==> src/rtl/vga_pkg.sv <==
// rtl/vga_pkg.sv - shared VGA timing constants, total helpers and sync polarity type
package vga_pkg;

    typedef enum logic {
        SYNC_ACTIVE_LOW  = 1'b0,
        SYNC_ACTIVE_HIGH = 1'b1
    } sync_pol_e;

    // 640x480 @ 60 Hz (25.175 MHz nominal pixel rate)
    localparam int unsigned VGA640_H_DISPLAY = 640;
    localparam int unsigned VGA640_H_FRONT   = 16;
    localparam int unsigned VGA640_H_SYNC    = 96;
    localparam int unsigned VGA640_H_BACK    = 48;
    localparam int unsigned VGA640_V_DISPLAY = 480;
    localparam int unsigned VGA640_V_BOTTOM  = 10;
    localparam int unsigned VGA640_V_SYNC    = 2;
    localparam int unsigned VGA640_V_TOP     = 33;
    localparam sync_pol_e   VGA640_HSYNC_POL = SYNC_ACTIVE_LOW;
    localparam sync_pol_e   VGA640_VSYNC_POL = SYNC_ACTIVE_LOW;

    function automatic int unsigned h_total(input int unsigned disp, input int unsigned front,
                                            input int unsigned sync, input int unsigned back);
        return disp + front + sync + back;
    endfunction

    function automatic int unsigned v_total(input int unsigned disp, input int unsigned bottom,
                                            input int unsigned sync, input int unsigned top);
        return disp + bottom + sync + top;
    endfunction

endpackage

==> src/rtl/vga_delay_line.sv <==
// rtl/vga_delay_line.sv - enabled shift register with per-bit reset value (DEPTH 0 = wire)
module vga_delay_line #(
    parameter int unsigned      WIDTH   = 3,
    parameter int unsigned      DEPTH   = 0,
    parameter logic [WIDTH-1:0] RST_VAL = '0
) (
    input  logic             clk,
    input  logic             reset_n,
    input  logic             en_i,
    input  logic [WIDTH-1:0] data_i,
    output logic [WIDTH-1:0] data_o
);

    generate
        if (DEPTH == 0) begin : g_bypass
            logic unused_bypass;
            assign unused_bypass = ^{clk, reset_n, en_i};
            assign data_o        = data_i;
        end else begin : g_shift
            logic [WIDTH-1:0] stage_q [DEPTH];

            always_ff @(posedge clk or negedge reset_n) begin
                if (!reset_n) begin
                    for (int i = 0; i < int'(DEPTH); i++) begin
                        stage_q[i] <= RST_VAL;
                    end
                end else if (en_i) begin
                    stage_q[0] <= data_i;
                    for (int i = 1; i < int'(DEPTH); i++) begin
                        stage_q[i] <= stage_q[i-1];
                    end
                end
            end

            assign data_o = stage_q[DEPTH-1];
        end
    endgenerate

endmodule

==> src/rtl/vga_timing_gen.sv <==
// rtl/vga_timing_gen.sv - parametrised raster timing generator with pixel enable and sync delay line
// Optional frame counter output enabled by defining VGA_TIMING_FRAME_CNT_EN.
module vga_timing_gen
    import vga_pkg::*;
#(
    parameter int unsigned H_DISPLAY  = VGA640_H_DISPLAY,
    parameter int unsigned H_FRONT    = VGA640_H_FRONT,
    parameter int unsigned H_SYNC     = VGA640_H_SYNC,
    parameter int unsigned H_BACK     = VGA640_H_BACK,
    parameter int unsigned V_DISPLAY  = VGA640_V_DISPLAY,
    parameter int unsigned V_BOTTOM   = VGA640_V_BOTTOM,
    parameter int unsigned V_SYNC     = VGA640_V_SYNC,
    parameter int unsigned V_TOP      = VGA640_V_TOP,
    parameter logic        HSYNC_POL  = 1'(VGA640_HSYNC_POL),
    parameter logic        VSYNC_POL  = 1'(VGA640_VSYNC_POL),
    parameter int unsigned PIPE_DELAY = 0,
    parameter int unsigned CNT_W      = 10
) (
    input  logic             clk,
    input  logic             reset_n,
    input  logic             pix_en,
    output logic [CNT_W-1:0] hpos,
    output logic [CNT_W-1:0] vpos,
    output logic             hsync,
    output logic             vsync,
    output logic             display_on,
    output logic             line_start,
    output logic             frame_start,
    output logic             vblank
`ifdef VGA_TIMING_FRAME_CNT_EN
    ,
    output logic [15:0]      frame_cnt
`endif
);

    localparam int unsigned      H_TOTAL      = h_total(H_DISPLAY, H_FRONT, H_SYNC, H_BACK);
    localparam int unsigned      V_TOTAL      = v_total(V_DISPLAY, V_BOTTOM, V_SYNC, V_TOP);
    localparam int unsigned      H_SYNC_START = H_DISPLAY + H_FRONT;
    localparam int unsigned      V_SYNC_START = V_DISPLAY + V_BOTTOM;
    localparam logic [CNT_W-1:0] H_LAST       = CNT_W'(H_TOTAL - 1);
    localparam logic [CNT_W-1:0] V_LAST       = CNT_W'(V_TOTAL - 1);
    // Physical {hsync, vsync, display_on} levels while idle or in reset
    localparam logic [2:0]       SYNC_IDLE    = {~HSYNC_POL, ~VSYNC_POL, 1'b0};

    generate
        if (64'(H_TOTAL) > (64'd1 << CNT_W)) begin : g_chk_h_total
            $error("vga_timing_gen: H_TOTAL does not fit in CNT_W bits");
        end
        if (64'(V_TOTAL) > (64'd1 << CNT_W)) begin : g_chk_v_total
            $error("vga_timing_gen: V_TOTAL does not fit in CNT_W bits");
        end
        if (PIPE_DELAY > 7) begin : g_chk_pipe_delay
            $error("vga_timing_gen: PIPE_DELAY must be 0..7");
        end
    endgenerate

    logic [CNT_W-1:0] h_cnt_q, h_cnt_d;
    logic [CNT_W-1:0] v_cnt_q, v_cnt_d;
    logic             h_last, v_last;
    logic [31:0]      h_ext, v_ext;
    logic             hs_raw, vs_raw, de_raw;
    logic [2:0]       sync_q, sync_d, sync_out;

    assign h_last = (h_cnt_q == H_LAST);
    assign v_last = (v_cnt_q == V_LAST);

    always_comb begin
        h_cnt_d = h_cnt_q;
        v_cnt_d = v_cnt_q;
        if (pix_en) begin
            if (h_last) begin
                h_cnt_d = '0;
                v_cnt_d = v_last ? '0 : v_cnt_q + CNT_W'(1);
            end else begin
                h_cnt_d = h_cnt_q + CNT_W'(1);
            end
        end
    end

    always_ff @(posedge clk or negedge reset_n) begin
        if (!reset_n) begin
            h_cnt_q <= '0;
            v_cnt_q <= '0;
        end else begin
            h_cnt_q <= h_cnt_d;
            v_cnt_q <= v_cnt_d;
        end
    end

    assign h_ext  = 32'(h_cnt_q);
    assign v_ext  = 32'(v_cnt_q);
    assign hs_raw = (h_ext >= H_SYNC_START) && (h_ext < H_SYNC_START + H_SYNC);
    assign vs_raw = (v_ext >= V_SYNC_START) && (v_ext < V_SYNC_START + V_SYNC);
    assign de_raw = (h_ext < H_DISPLAY) && (v_ext < V_DISPLAY);

    // Polarity is applied before the first register so every stage holds pin levels
    assign sync_d = {hs_raw ~^ HSYNC_POL, vs_raw ~^ VSYNC_POL, de_raw};

    always_ff @(posedge clk or negedge reset_n) begin
        if (!reset_n) begin
            sync_q <= SYNC_IDLE;
        end else if (pix_en) begin
            sync_q <= sync_d;
        end
    end

    vga_delay_line #(
        .WIDTH   (3),
        .DEPTH   (PIPE_DELAY),
        .RST_VAL (SYNC_IDLE)
    ) u_delay (
        .clk     (clk),
        .reset_n (reset_n),
        .en_i    (pix_en),
        .data_i  (sync_q),
        .data_o  (sync_out)
    );

    assign hpos        = h_cnt_q;
    assign vpos        = v_cnt_q;
    assign hsync       = sync_out[2];
    assign vsync       = sync_out[1];
    assign display_on  = sync_out[0];
    assign line_start  = pix_en && h_last;
    assign frame_start = line_start && v_last;
    assign vblank      = (v_ext >= V_DISPLAY);

`ifdef VGA_TIMING_FRAME_CNT_EN
    logic [15:0] frame_cnt_q;

    always_ff @(posedge clk or negedge reset_n) begin
        if (!reset_n) begin
            frame_cnt_q <= '0;
        end else if (frame_start) begin
            frame_cnt_q <= frame_cnt_q + 16'd1;
        end
    end

    assign frame_cnt = frame_cnt_q;
`endif

endmodule

==> config.mk <==
export PLATFORM = sky130hd
export DESIGN_NAME = vga_timing_gen
export DESIGN_NICKNAME = d
export VERILOG_FILES = /design/src/rtl/vga_pkg.sv /design/src/rtl/vga_delay_line.sv /design/src/rtl/vga_timing_gen.sv
export SDC_FILE = /design/constraint.sdc
export NUM_CORES = 1
export LEC_CHECK = 0
export CAP_MARGIN = 20
export CORE_AREA = 5 5 57 59
export CTS_CLUSTER_SIZE = 25
export DETAILED_ROUTE_END_ITERATION = 8
export DIE_AREA = 0 0 62 64
export HOLD_SLACK_MARGIN = 0.06
export PLACE_DENSITY_LB_ADDON = 0.25
export SLEW_MARGIN = 0
export SYNTH_ARGS = -nofsm -noshare
export SYNTH_HDL_FRONTEND = slang
export SYNTH_SLANG_ARGS = --single-unit
export TNS_END_PERCENT = 1
==> constraint.sdc <==
create_clock -name clk -period 2.1 [get_ports clk]
set_input_delay 0.42 -clock clk [delete_from_list [all_inputs] [get_ports clk]]
set_output_delay 0.42 -clock clk [all_outputs]
set_load 0.1 [all_outputs]
* After elaboration in Yosys (flattened, before gate mapping) *
Index checks and enable logic that the tools add are counted.

storage, ports and cells
  input bits = 3
  memories kept = 0
  register bits after elaboration = 23
  memory bits (writable) = 0
  bits in read-only memories = 0
  word-level logic and storage cells = 24
  latch bits = 0

operators by class
  bitwise logic cells = 2
  multiply operators = 0
  order comparisons = 7
  reductions and logical operators = 6
  shift operators = 0
  add/sub/neg operators = 2
  equal/unequal tests = 2
  div/mod/pow operators = 0
  muxes and demuxes = 2

operators by type and width
  kind                                                                 count
  adder 10 x 1 -> 10 bit (second input constant)                       2
  == test 10 bit (second input constant)                               2
  greater-or-equal comparator 10 x 9 -> 1 bit (second input constant)  2
  less-than comparator 10 bit (second input constant)                  2
  less-than comparator 10 x 9 -> 1 bit (second input constant)         2
  two-way mux 10 bit                                                   2
  greater-or-equal comparator 10 bit (second input constant)           1
  logical AND 1 bit                                                    5
  inverter 1 bit                                                       2
  AND reduction 2 bit                                                  1

* Depth between registers and ports, before layout *
  word-level depth = 3
  gate-level depth with buffers = 7

* Hierarchy *
A second synthesis with hierarchy kept.

unflattened totals
  cell total of the unflattened synthesis = 134
  area, all modules = 1293.7 µm²

by module, submodules not included
  module          cells an instance  area each (µm²)  sequential area each (µm²)  instances
  vga_timing_gen  131                1271.2           578.1                       1
  vga_delay_line  3                  22.5             0.0                         1

* Worst setup path after synthesis *
Ideal clock, no wire load.

  kind = reg2out
  from = register h_cnt_q[0], in the netlist hpos[0]
  to = output port frame_start
  required time = 1.680 ns
  data arrival time = 2.902 ns
  path buffers = 0
  stages on the path, launching flop included = 5
  setup slack = -1.222 ns
  path through = dfrtp_1 > ha_1 > and3_1 > nand3_4 > nor2_1

between the ends
  cells in the longest elaborated chain, start to end = 3

RTL lines
  element                   RTL line               text
  start: declaration        vga_timing_gen.sv:57   logic [CNT_W-1:0] h_cnt_q, h_cnt_d;
  start signal: assignment  vga_timing_gen.sv:85   h_cnt_q <= h_cnt_d;
  == test 10 bit            vga_timing_gen.sv:64   assign h_last = (h_cnt_q == H_LAST);
  logical AND 1 bit         vga_timing_gen.sv:124  assign line_start = pix_en && h_last;
  logical AND 1 bit         vga_timing_gen.sv:125  assign frame_start = line_start && v_last;
  end: declaration          vga_timing_gen.sv:28   output logic frame_start,

No other way between the ends.

* Worst setup path after layout *
  from = register v_cnt_q[1], in the netlist vpos[1]
  to = output port frame_start

between the ends
  cells in the longest elaborated chain, start to end = 2

RTL lines
  element                   RTL line               text
  start: declaration        vga_timing_gen.sv:58   logic [CNT_W-1:0] v_cnt_q, v_cnt_d;
  start signal: assignment  vga_timing_gen.sv:86   v_cnt_q <= v_cnt_d;
  == test 10 bit            vga_timing_gen.sv:65   assign v_last = (v_cnt_q == V_LAST);
  logical AND 1 bit         vga_timing_gen.sv:125

No other way between the ends.

==> results.toml <==
[setup_path]
slowest_delay_ps = 470
crit_path_start_kind = "register"
ff2ff_setup_slack_ps = 410
critPathSlowestCell = "dfrtp_2"
r2r_start = "hpos[1]"
path_buf_inv = 2
critPathMaxFanout = 6
cp.arrival_ps = 1630
crit_required_ps = 1680
reg2reg_to = "vpos[7]"
cp_top_family = "simple AND/OR/NAND/NOR gates"
r2r_cells = 7
end_kind = "output pin"
setup.worst_path.class = "register to output pin"
worstPathCellList = "inv_2 -> ha_4 -> and2_4 -> nand4_1 -> nor2_4 -> buf_12"

[drt]
wl_per_cell_microns = 14.91
postRouteAntennaNets = 0
vias = 1105
drtIter0Drc = 32
drt_wl_total_mm = 2.967
dr.pass1.iters = 4
drc = 0
viasPerCell = 5.553

[power]
finalPower_w = 0.001359
p_leak_nw = 0.7422
seq_power_share_pct = 43.2
netSwitchingPower_w = 0.0006577
swShare_pct = 48.41
comb_power_share_pct = 41.7
clock_power_share_pct = 15.1
power_density_nw_per_um2 = 788.5
vdd_ir_drop_max_v = 0.0008525
intPower_w = 0.0007008

[layout]
syn_to_final_growth_pct = 37.15
nets = 177
final_cell_area_sq_um = 1723
drive_gt1_share_pct = 45.83
diodes = 0

[yosys]
syn_area_per_cell_sq_um = 9.891
netlist_area_sq_um = 1256
yosys.area.top_type_share_pct = 41.83
synth-edff-count = 0
synth.area.top_cells = "dfrtp_1 (42%), xnor2_1 (6.3%), ha_1 (5.0%), dfstp_2 (4.2%), nor2_1 (3.9%)"
yosysTopAreaCell = "dfrtp_1"
yosys_warnings = 0
async_reset_ff_share_pct = 100.0
postSynthCellCount = 127
synth_flop_cell = "dfrtp_1"
syn-num-nets = 135
seq_area_frac_synth_pct = 46.02
ys_top_cells_by_count = "dfrtp_1 (21), nor2_1 (13), nand2_1 (10), xnor2_1 (9)"
ys_types = 34
yosysMostFrequentCell = "dfrtp_1"
yosys_register_bits = 23

[timing]
relSlewSlack_pct = 79.95
rsz0062_at_grt = "true"
finalHoldViolations = 0
setup_violations = 0
drv_slew = 0
fmax_mhz = 488.4
finalCritPeriodShare_pct = 97.49
setup_slack_ps = 52.70
tightestPinTransition_ps = 300.7
finClkSkew_ps = 5.525
finalCriticalPeriod_ps = 2047

[die]
core-area_sq_um = 2663
initial_core_util_pct = 47.18
die_area_sq_um = 3968
die_x_microns = 62
ios = 29
row_count = 19
die_height_microns = 64

[placement]
placed_area_sq_um = 1620
io_buffer_count = 28
dp_worst_setup_slack_ps = 100.6
place.detailed.hpwl_mm = 2.169
gp_congestion = 0.8177

[grt]
gr-usage-all-layers_pct = 16.37
grt_pass1_wl_mm = 4.988
grt_max_degree = 24
overflow = 0
antenna_found_initial = 0
grt_pass1_vias = 1092

[clock_tree]
cts_buffer_depth = 2
cts_root_buf = "clkbuf_4"
cts_made_buffers = 3
htreeDepth = 1
clk_latency_ps = 310
holdBufCountCts = 0
cts.clk_slew.worst_paths_ps = 130
cts_tree = "yes"
cts.sinks = 23

[flow_run]
cap_violations = 0

[worst_hold_path]
hp-class = "primary input to async pin"

[run_status]
status = "finished clean"
flip-flops by register name (all words and copies together), names as in the netlist:
name and flops:
hpos 10, sync_q 3, vpos 10
layer usage:
layer / wire [microns] / vias up / global-route usage (%)
met5: 0 / - / 0
li1: - / 536 / -
met3: 170 / 2 / 2.616
met1: 1305 / 532 / 21.17
met2: 1476 / 35 / 26.55
met4: 14 / 0 / 6.631
cells in the final DEF, fill, tap and decap left out, types with 2 or more instances in the layout:
cell type / netlist / final
inv_1: 7 / 5
a21oi_1: 4 / 4
dfstp_2: 2 / 2
a22o_1: 2 / 2
buf_12: 0 / 4
nor2_1: 13 / 12
nand4_1: 7 / 7
and3_1: 5 / 4
nor3_2: 1 / 2
dfrtp_4: 0 / 2
dfrtp_2: 0 / 16
buf_4: 0 / 33
dfrtp_1: 21 / 3
and4_1: 2 / 2
nor3_1: 6 / 5
clkdlybuf4s50_1: 0 / 2
nand3_1: 3 / 3
nand3_4: 2 / 2
clkbuf_4: 0 / 3
o21ai_0: 7 / 7
o22ai_1: 2 / 2
xnor2_1: 9 / 9
nand2_1: 10 / 10
nor4_1: 2 / 2
ha_1: 5 / 3
worst max-delay path by stage:
stage	startpoint	endpoint	cells after the start
after floorplan	hpos[7]	frame_start	3
after global placement	pix_en	frame_start	5
after detailed placement	pix_en	vpos[7]	7
after CTS	hpos[1]	frame_start	5
after global routing	vpos[1]	frame_start	6
final	vpos[1]	frame_start	6
timing repair:
item,CTS,global route
pin swaps,1,1
resized for setup,1,8
setup endpoints to repair,2,2
setup buffers,4,2
endpoints found under the hold margin,0,0
through the flow:
step	util [%]	setup TNS [ps]	std cells	hold slack [ps]
after CTS	63.02	0	197	445.4
final	64.71	0	199	452.2
after floorplan	-	-50.95	127	124.4
after global placement	60.86	0	189	481.5
after global routing	64.71	-20.59	199	463.3
after detailed placement	60.86	0	189	485.1
cells by family after synthesis:
group,Yosys count,share of synthesized area (%)
fa+ha+maj,5,4.980
flops,23,46.02
buf+inv,10,3.984
xor+xnor,10,6.973
simple gates,59,27.39
mux,1,1.195
compound gates,19,9.463
power groups by stage:
stage               clock [W]  sequential (W)  combinational, W
floorplan                   0        0.000933         0.0000835
global placement            0        0.000593          0.000553
detailed placement          0        0.000597          0.000559
CTS                  0.000215        0.000586          0.000567
global route         0.000234        0.000598          0.000590
finish               0.000205        0.000587          0.000566
final cells by class:
class,instances,area [sq um]
sequential,23,605.6
multi-input combinational,94,665.6
tap,31,38.79
clock buffer,3,22.52
inverter,8,37.54
timing repair buffer,39,347.8
fill,225,939.7
clock inverter,1,5.005
worst register-to-register path: stages, from the launching register on:
cell	delay (ps)
dfrtp_4	450
ha_2	210
and3_4	200
nand3_4	120
clkinv_4	120
buf_4	170
o21ai_0	90
a22o_1	230
No activity file was read; power rests on OpenSTA's default activity.
